$ cat src/rtl/histo_readout_ctrl.sv
// histo_readout_ctrl
//   Frame-level sequencer between frame sync, the histogram2 accumulator and
//   the Serializer. Arms the histogram for accumulation on each frame sync,
//   waits for histo_done, then reads bins 0..NUM_BINS-1 out to the serializer
//   one word per ser_done. Counts completed readouts and flags overruns.
//
//   Optional feature macro: HISTO_FRAME_HEADER_EN
//     When defined, each readout is preceded by a header word
//     {8'hA5, frame_cnt[15:0]}. DATA_W must be 24 and FCNT_W 16 in that build.
//
// Ports
//   clk, rst_n          clock, asynchronous active-low reset
//   fsin                frame sync (rising edge used)
//   histo_done          accumulation complete (rising edge used)
//   histo_data          histogram read data for histo_bin
//   ser_done            serializer word complete (rising edge used)
//   ovr_clr             clears sticky overrun
//   histo_rw            1 = accumulate, 0 = read
//   histo_bin           bin address to histogram
//   ser_rst             1 = serializer hold/load, 0 = shift ser_data
//   ser_data            registered word to serializer
//   frame_cnt           completed readouts (wraps)
//   busy                high outside IDLE
//   overrun             sticky: frame sync arrived before readout finished
module histo_readout_ctrl #(
  parameter int unsigned NUM_BINS   = 1024,
  parameter int unsigned BIN_W      = 10,
  parameter int unsigned DATA_W     = 24,
  parameter int unsigned SETTLE_CYC = 2,
  parameter int unsigned FCNT_W     = 16
) (
  input  logic              clk,
  input  logic              rst_n,
  input  logic              fsin,
  input  logic              histo_done,
  input  logic [DATA_W-1:0] histo_data,
  input  logic              ser_done,
  input  logic              ovr_clr,
  output logic              histo_rw,
  output logic [BIN_W-1:0]  histo_bin,
  output logic              ser_rst,
  output logic [DATA_W-1:0] ser_data,
  output logic [FCNT_W-1:0] frame_cnt,
  output logic              busy,
  output logic              overrun
);

  typedef enum logic [1:0] {S_IDLE, S_ACQ, S_SETTLE, S_SHIFT} state_t;

  state_t state, state_nx;

  // Each event input passes a synchroniser register then an edge register,
  // so an input sampled in cycle N affects the outputs in cycle N+2.
  logic fsin_s, fsin_q, hd_s, hd_q, sd_s, sd_q;
  logic fsin_rise, hd_rise, sd_rise;

  logic [3:0]        cnt, cnt_nx;
  logic [BIN_W-1:0]  bin_nx;
  logic [DATA_W-1:0] data_nx;
  logic [FCNT_W-1:0] fcnt_nx;
  logic              ovr_nx;
`ifdef HISTO_FRAME_HEADER_EN
  logic              hdr_pend, hdr_pend_nx;
`endif

  assign fsin_rise = fsin_s & ~fsin_q;
  assign hd_rise   = hd_s   & ~hd_q;
  assign sd_rise   = sd_s   & ~sd_q;

  always_comb begin
    state_nx = state;
    cnt_nx   = cnt;
    bin_nx   = histo_bin;
    data_nx  = ser_data;
    fcnt_nx  = frame_cnt;
    ovr_nx   = overrun;
`ifdef HISTO_FRAME_HEADER_EN
    hdr_pend_nx = hdr_pend;
`endif
    if (ovr_clr) ovr_nx = 1'b0;

    if (fsin_rise && state != S_IDLE) begin
      // Overrun: abort the frame and re-arm; set beats a concurrent clear.
      ovr_nx   = 1'b1;
      state_nx = S_ACQ;
      bin_nx   = '0;
`ifdef HISTO_FRAME_HEADER_EN
      hdr_pend_nx = 1'b0;
`endif
    end else begin
      case (state)
        S_IDLE: if (fsin_rise) state_nx = S_ACQ;
        S_ACQ: begin
          if (hd_rise) begin
            state_nx = S_SETTLE;
            bin_nx   = '0;
            cnt_nx   = 4'(SETTLE_CYC - 1);
`ifdef HISTO_FRAME_HEADER_EN
            hdr_pend_nx = 1'b1;
`endif
          end
        end
        S_SETTLE: begin
          if (cnt == 4'd0) begin
            state_nx = S_SHIFT;
`ifdef HISTO_FRAME_HEADER_EN
            data_nx = hdr_pend ? DATA_W'({8'hA5, frame_cnt[15:0]}) : histo_data;
`else
            data_nx = histo_data;
`endif
          end else begin
            cnt_nx = cnt - 4'd1;
          end
        end
        S_SHIFT: begin
          if (sd_rise) begin
`ifdef HISTO_FRAME_HEADER_EN
            if (hdr_pend) begin
              hdr_pend_nx = 1'b0;
              state_nx    = S_SETTLE;
              cnt_nx      = 4'(SETTLE_CYC - 1);
            end else
`endif
            if (histo_bin == BIN_W'(NUM_BINS - 1)) begin
              state_nx = S_IDLE;
              bin_nx   = '0;
              fcnt_nx  = frame_cnt + 1'b1;
            end else begin
              state_nx = S_SETTLE;
              bin_nx   = histo_bin + 1'b1;
              cnt_nx   = 4'(SETTLE_CYC - 1);
            end
          end
        end
        default: state_nx = S_IDLE;
      endcase
    end
  end

  always_ff @(posedge clk or negedge rst_n) begin
    if (!rst_n) begin
      state     <= S_IDLE;
      fsin_s    <= 1'b0;
      fsin_q    <= 1'b0;
      hd_s      <= 1'b0;
      hd_q      <= 1'b0;
      sd_s      <= 1'b0;
      sd_q      <= 1'b0;
      cnt       <= '0;
      histo_bin <= '0;
      ser_data  <= '0;
      frame_cnt <= '0;
      overrun   <= 1'b0;
      histo_rw  <= 1'b1;
      ser_rst   <= 1'b1;
      busy      <= 1'b0;
`ifdef HISTO_FRAME_HEADER_EN
      hdr_pend  <= 1'b0;
`endif
    end else begin
      state     <= state_nx;
      fsin_s    <= fsin;
      fsin_q    <= fsin_s;
      hd_s      <= histo_done;
      hd_q      <= hd_s;
      sd_s      <= ser_done;
      sd_q      <= sd_s;
      cnt       <= cnt_nx;
      histo_bin <= bin_nx;
      ser_data  <= data_nx;
      frame_cnt <= fcnt_nx;
      overrun   <= ovr_nx;
      // Outputs decoded from the next state so they are registered yet
      // change in the same cycle as the state itself.
      histo_rw  <= (state_nx == S_IDLE) || (state_nx == S_ACQ);
      ser_rst   <= (state_nx != S_SHIFT);
      busy      <= (state_nx != S_IDLE);
`ifdef HISTO_FRAME_HEADER_EN
      hdr_pend  <= hdr_pend_nx;
`endif
    end
  end

endmodule

$ cat config.mk
export PLATFORM = sky130hd
export DESIGN_NAME = histo_readout_ctrl
export DESIGN_NICKNAME = d
export VERILOG_FILES = /design/src/rtl/histo_readout_ctrl.sv
export SDC_FILE = /design/constraint.sdc
export NUM_CORES = 1
export LEC_CHECK = 0
export ABC_AREA = 1
export BUFFER_PORTS_ARGS = -buffer_cell sky130_fd_sc_hd__buf_2
export CORE_UTILIZATION = 48
export CTS_CLUSTER_DIAMETER = 150
export CTS_CLUSTER_SIZE = 10
export DETAILED_ROUTE_END_ITERATION = 12
export GPL_TIMING_DRIVEN = 0
export PLACE_DENSITY_LB_ADDON = 0.15
export SLEW_MARGIN = 20
export SYNTH_ARGS = -nofsm -noshare
export SYNTH_HDL_FRONTEND = slang
export SYNTH_SLANG_ARGS = --single-unit
$ cat constraint.sdc
create_clock -name clk -period 1.3 [get_ports clk]
set_input_delay 0.39 -clock clk [delete_from_list [all_inputs] [get_ports clk]]
set_output_delay 0.39 -clock clk [all_outputs]
set_load 0.01 [all_outputs]
## Word level (Yosys, flattened, before mapping)

Cells that the tools add are included.

| cells by class | value |
|---|---|
| add/sub/neg operators | 3 |
| equal/unequal tests | 12 |
| muxes and demuxes | 19 |
| bitwise logic cells | 7 |
| reduce and logical (&&, ||, !) cells | 14 |

Operators with widths:

| kind | number |
|---|---|
| 2-to-1 mux 10 bit | 4 |
| one-hot mux 10 bit (2 select lines) | 1 |
| adder 16 x 1 -> 16 bit, second input constant | 1 |
| 2-to-1 mux 4 bit | 4 |
| 2-to-1 mux 2 bit | 6 |
| one-hot mux 4 bit (3 select lines) | 1 |
| adder 10 x 1 -> 10 bit, second input constant | 1 |
| == test 10 bit, second input constant | 1 |
| != test 2 bit, second input constant | 5 |
| one-hot mux 2 bit (4 select lines) | 1 |
| != test 3 bit, second input constant | 2 |
| AND reduction 3 bit | 2 |
| AND reduction 6 bit | 1 |
| nonzero test 2 bit | 3 |
| nonzero test 3 bit | 2 |
| == test 2 x 1 -> 1 bit, second input constant | 2 |
| == test 2 bit, second input constant | 2 |
| zero test 2 bit | 2 |
| zero test 4 bit | 1 |
| NOT 1 bit | 4 |
| AND reduction 4 bit | 1 |
| subtractor 4 x 1 -> 4 bit, second input constant | 1 |
| AND 1 bit | 3 |
| 2-to-1 mux 1 bit | 2 |
| 2 further kinds | 2 |

| word-level totals | value |
|---|---|
| register bits after elaboration | 66 |
| bits of input ports | 30 |
| output and inout port bits | 54 |

## Depth between registers and ports, before layout

Gate-level depths: netlist of the first run.

| depth | value |
|---|---|
| depth in word-level cells | 7 |
| depth in mapped cells | 9 |
| depth with buffers taken out | 8 |

## Worst setup path after synthesis of the first run

OpenSTA, ideal clock, no wires.

| path | value |
|---|---|
| path type | register to register |
| start point | register histo_bin[1] |
| end point | register frame_cnt[10] |
| setup time | 0.116 ns |
| arrival time | 1.330 ns |
| slack | -0.147 ns |
| cell stages (with the launch flop) | 10 |
| buffers on the path | 1 |
| period minus slack after synthesis | 1.447 ns |
| path through | dfrtp_1 ha_1 nand3_2 clkinv_2 nand3_4 nor2_4 nand2_4 buf_6 nand2_1 nand2_1 |

| between the ends | value |
|---|---|
| word-level cells in the longest chain between the ends | 2 |

RTL lines:

| element | RTL line | text |
|---|---|---|
| start, declared | 40 | `output logic [BIN_W-1:0] histo_bin,` |
| start signal, assigned | 169 | `histo_bin <= bin_nx;` |
| == test 10 bit | 124 | `if (histo_bin == BIN_W'(NUM_BINS - 1)) begin` |
| AND reduction 4 bit (no source line) | - |  |
| end signal, assigned | 171 | `frame_cnt <= fcnt_nx;` |
| end, declared | 43 | `output logic [FCNT_W-1:0] frame_cnt,` |

No other way between the ends.
A chain may end at the register's enable or synchronous reset.

## Final worst setup path of the first run

| path | value |
|---|---|
| start point | register histo_bin[1] |
| end point | output histo_bin[1] |

No word-level cell between the ends.

==> results of run 1 <==
power by group through the flow:
stage               Sequential, uW  Combinational (uW)  Clock [uW]
global placement              2930                2100           0
CTS                           2940                2500        1940
finish                        3000                2830        1920
detailed placement            2950                2170           0
global route                  3070                3140        2030
floorplan                     3140                1150           0
cells in the mapped netlist (all sizes together):
cell / number / area, um2
a21oi: 4 / 20.0
buf: 7 / 61.3
clkbuf: 1 / 3.75
clkinv: 1 / 5.00
dfrtp: 64 / 1600
dfstp: 2 / 52.6
ha: 4 / 50.1
inv: 68 / 255
nand2: 151 / 624
nand3: 24 / 143
nand3b: 1 / 7.51
nand4: 5 / 37.5
nor2: 41 / 176
nor3: 5 / 36.3
o21ai: 37 / 189
xnor2: 9 / 78.8
through the flow:
| step | cell area [um2] | setup slack (ps) | TNS, ps |
|---|---|---|---|
| detailed placement | 3910 | -183 | -6240 |
| global placement | 3890 | -574 | -35150 |
| finish | 4870 | -119 | -2430 |
| global route | 4870 | -210 | -7350 |
| CTS | 4510 | -108 | -2310 |
| floorplan | 3370 | -61.7 | -699 |
final timing paths:
path | to | startpoint | cells after the start | slack [ps]
max | histo_bin[1] | histo_bin[1] | 2 | -120
min | hd_s | histo_done | 1 | 160
max in group asynchronous | frame_cnt[9] | rst_n | 3 | 250
min in group asynchronous | histo_bin[2] | rst_n | 2 | 510
min reg2reg | fsin_q | fsin_s | 0 | 370
max reg2reg | frame_cnt[8] | frame_cnt[4] | 6 | -100
worst register-to-register path, cell delays in order (launching register included):
cell	delay (ps)
dfrtp_1	440
nand2_1	150
nor2_1	280
nand2_1	140
xnor2_2	160
nand2_2	80
nand2_1	40
flip-flops by register name, indices dropped and copies added (netlist names):
name and flops:
state 2, ser_data 24, fsin_s 1, overrun 1, cnt 4, sd_s 1, fsin_q 1, histo_rw 1
ser_rst 1, histo_bin 10, frame_cnt 16, hd_q 1, busy 1, sd_q 1, hd_s 1
repair_timing:
item	CTS	global route
setup endpoints to repair	84	81
resized for setup	35	80
hold buffers	1	0
buffers inserted	31	6
endpoints found under the hold margin	24	0
cloned	1	5
pin swaps	6	9
routing by layer:
metal	up-vias	GRT usage	share of wire
met4	0	0.0773	0.018
met3	14	0.0399	0.052
li1	1574	-	-
met5	-	0	0
met1	1452	0.287	0.43
met2	100	0.374	0.50
cells by family after synthesis:
group	after synthesis
AND/OR/NAND/NOR	227
adder cells (fa/ha/maj)	4
XOR/XNOR	9
buffers and inverters	77
AO/OA/AOI/OAI	41
flip-flops	66
area by class of cell:
cell class,instances,area share
buffer,8,0.0188
clock buffer,10,0.0262
clock inverter,6,0.0185
inverter,69,0.0547
multi-input combinational,281,0.340
sequential,66,0.341
tap,80,0.0206
timing repair buffer,128,0.180
==> results.cfg, run 1 <==
[status]
status = finished, violations left
failed_checks = negative setup slack

[yosys]
muxShareOfSynthArea = 0
synthXorXnorAreaFrac = 0.0236
synthesis.area_um2 = 3340
netlist_instances = 424
synth-simple-area-share = 0.307
ys_seq_area_frac = 0.495
synth_compound_area_frac = 0.0625
syn-num-nets = 458
synth_fa_ha_area_frac = 0.0150
syn_avg_cell_area_um2 = 7.88
synth_warnings = 0
synth_cell_type_count = 29
synth_top_family_by_area = simple AND/OR/NAND/NOR gates
ys_ff_latch = 66

[die]
rows = 30
die_area_um2 = 7300
io_pins = 84
start_util = 0.495
core_um2 = 6760
chipWidth_um = 85.4
die_y_um = 85.4

[power_and_ir_drop]
p_comb_frac = 0.365
totalPowerFinal_uw = 7750
worst_ir_drop_vdd_mv = 1.13
clkPwrFrac = 0.247
leakagePower_uw = 0.00261
p_switching_uw = 2770
p_per_area_nw_per_um2 = 1590
intPower_uw = 4980
power_frac_seq = 0.387
p_sw_frac = 0.358

[cts]
cts_buffer_depth = 2
insertion_delay_ps = 340
cts_sinks = 66
cts_tree = done
cts_max_level = 3
cts_root_buf = clkbuf_8
cts_inserted_buffers = 9
clk_pin_slew_ps = 80

[sta]
max_freq_ghz = 0.705
period_needed_ps = 1420
finalHoldViolCount = 0
rsz0062_at_grt = yes
tightest_slew_ps = 353
hold_slack_ps = 161
skew_ps = 8.19
relSlewSlack = 0.765
slew_violations = 0
setup_violations = 51
setup_ws_ps = -119
fin_crit_sh = 1.09

[place]
dp_hpwl_mm = 5.14
place_congestion = 0.872
dp.cells = 588
io_buffer_count = 83

[global_routing]
antenna_found_initial = 0
grt_use_total = 0.221
gr-total-overflow = 0
grt_pass1_wl_mm = 12.9
grt_max_degree = 41
grt_pass1_vias = 2889

[layout]
instances_no_fill = 648
multiInputGateArea_um2 = 1660
seq_area_um2 = 1660
diodes = 0
final_common_cell = nand2_1
fill_cells = 514
area_delta_synth_final_pct = 45.7
layout_common_cells = nand2_1 (105), buf_2 (78), inv_1 (60)
nets = 597
drive_gt1_frac = 0.451
utilization = 0.721

[worst_setup_path]
path_cells = buf_4, buf_6
crit_required_ps = 910
end_kind = output pin
crit_arrival_ps = 1030
crit_path_top_delay_cell = dfrtp_2
path_delay_family = flip-flops
start_kind = flop
critical_path_class = flop to output pin
critical_path.n_buffers_inverters = 2
cp_max_fo = 3
cp_slowest_stage_delay_ps = 440

[flow_run]
drv_cap = 0

[worst_hold_path]
hold_class = primary input to flop

[detailed_routing]
drt.antenna.violating_nets = 0
drt_iter0_markers = 147
drc = 0
first_pass_iters = 4
wl_mm = 8.12
wire_per_inst_um = 12.5
vias = 3140
vias_per_cell = 4.85
Power figures use the tool's default switching activity.
==> run 2, diff against run 1 <==
--- a/config.mk
+++ b/config.mk
@@ -7,7 +7,7 @@
 export LEC_CHECK = 0
 export ABC_AREA = 1
 export BUFFER_PORTS_ARGS = -buffer_cell sky130_fd_sc_hd__buf_2
-export CORE_UTILIZATION = 48
+export CORE_UTILIZATION = 50
 export CTS_CLUSTER_DIAMETER = 150
 export CTS_CLUSTER_SIZE = 10
 export DETAILED_ROUTE_END_ITERATION = 12
==> constraint.sdc (replaced) <==
create_clock -name clk -period 1.65 [get_ports clk]
set_input_delay 0.495 -clock clk [delete_from_list [all_inputs] [get_ports clk]]
set_output_delay 0.495 -clock clk [all_outputs]
set_load 0.01 [all_outputs]
==> results.cfg, run 2 (synthesis results as in run 1) <==
[power_and_ir_drop]
leakagePower_uw = 0.00231
worst_ir_drop_vdd_mv = 0.935
p_per_area_nw_per_um2 = 1330

[worst_setup_path]
crit_arrival_ps = 1780
crit_required_ps = 1880
critical_path_class = flop to flop
r2r_cells = 9
r2r_setup_slack_ps = 100
cp_max_fo = 10
end_kind = flop
reg2reg_to = frame_cnt[7]
crit-reg2reg-launch = histo_bin[0]
start_kind = flop

[die]
rows = 29
core_um2 = 6390
start_util = 0.523
io_pins = 84
chipWidth_um = 83.8
die_area_um2 = 7010
die_y_um = 83.8

[layout]
instances_no_fill = 604
top_register = ser_data
diodes = 0
final_common_cell = nand2_1
nets = 556
final_area_um2 = 4130
drive_gt1_frac = 0.277
top_regs = ser_data (24), frame_cnt (16), histo_bin (10)
area_delta_synth_final_pct = 23.5
largest_register_ffs = 24
layout_common_cells = nand2_1 (136), buf_2 (83), inv_1 (64), dfrtp_1 (64), nor2_1 (34)

[status]
status = finished, final reports clean

[cts]
cts_inserted_buffers = 9
clk_pin_slew_ps = 70
cts_max_level = 3
cts_root_buf = clkbuf_8
insertion_delay_ps = 340
cts_buffer_depth = 2
cts_tree = done
cts_sinks = 66
cts-hold-fix-buffers = 0

[sta]
tns_ps = 0
setup_violations = 0
finalHoldViolCount = 0
hold_slack_ps = 55.5
fin_crit_sh = 0.938
tightest_slew_ps = 447
slew_violations = 0
relSlewSlack = 0.702
max_freq_ghz = 0.646
period_needed_ps = 1550
setup_ws_ps = 102
skew_ps = 10.8

[global_routing]
antenna_found_initial = 0
grt_use_total = 0.213
grt_pass1_vias = 2732
grt_max_degree = 41
grt_pass1_wl_mm = 12.0
gr-total-overflow = 0

[place]
dpl_cell_area_um2 = 3880
pre_cts_ws_ps = 51.8
dp.cells = 585
dp_hpwl_mm = 5.02
io_buffer_count = 83
place_congestion = 0.839

[detailed_routing]
vias = 2894
vias_per_cell = 4.79
first_pass_iters = 4
wire_per_inst_um = 11.2
wl_mm = 6.75
drt_iter0_markers = 92
drc = 0
drt.antenna.violating_nets = 0

[flow_run]
drv_cap = 0

[worst_hold_path]
hold_class = primary input to asynchronous set/reset pin
## run 2: cell types whose count changed in the layout (fill, tap and decap cells not counted), sizes merged
cell / change
buf: -38
dlygate4sd3: -1
clkbuf: -2
## run 2: cell type report
cell class	count	area (um2)
fill	547	2260
sequential	66	1650
multi-input combinational	281	1380
timing repair buffer	87	460
inverter	69	260
clock buffer	10	128
tap	77	96.3
clock inverter	6	90.1
buffer	8	65.1
## run 2: worst max path at each step
stage                 startpoint            end  slack [ps]  depth (start not counted)
floorplan           histo_bin[1]  frame_cnt[10]         200                          9
global placement           rst_n   ser_data[23]        -200                          1
detailed placement  histo_bin[0]   frame_cnt[8]          50                          8
CTS                 histo_bin[0]   frame_cnt[7]          30                          8
global route        histo_bin[0]  frame_cnt[14]          -3                          9
finish              histo_bin[0]   frame_cnt[7]         100                          9
## run 2: power breakdown
group | switching, uW | internal [uW] | leakage, uW
registers | 235 | 2050 | 0.000844
logic | 1030 | 686 | 0.00136
clock network | 632 | 856 | 0.000107
total | 1900 | 3590 | 0.00231
## run 2: routing by layer
layer,routed length [um],vias to the layer above,part of all wire,global-route usage
met5,0,-,0,0
met4,124,0,0.018,0.102
met3,430,10,0.064,0.0574
met2,3100,89,0.46,0.332
met1,3100,1301,0.46,0.276
li1,-,1494,-,-
## run 2: through the flow
stage,power (uW),util
global route,5900,0.647
floorplan,3360,-
detailed placement,4000,0.607
CTS,5510,0.641
global placement,3930,0.603
finish,5490,0.647
## run 2: timing repair
item                                    4_1_cts  5_1_grt
endpoints found under the setup margin        0       21
setup buffers                                 0        3
gates resized for setup                       0        5
## run 2: worst max-delay path: stages, from the launching register on
cell and delay [ps]:
dfrtp_1 410, ha_2 220, nand3_2 130, clkinv_2 100, nand3_4 100, nor2_4 110, nand2_4 90, buf_6 160
nand2_1 50, nand2_1 60
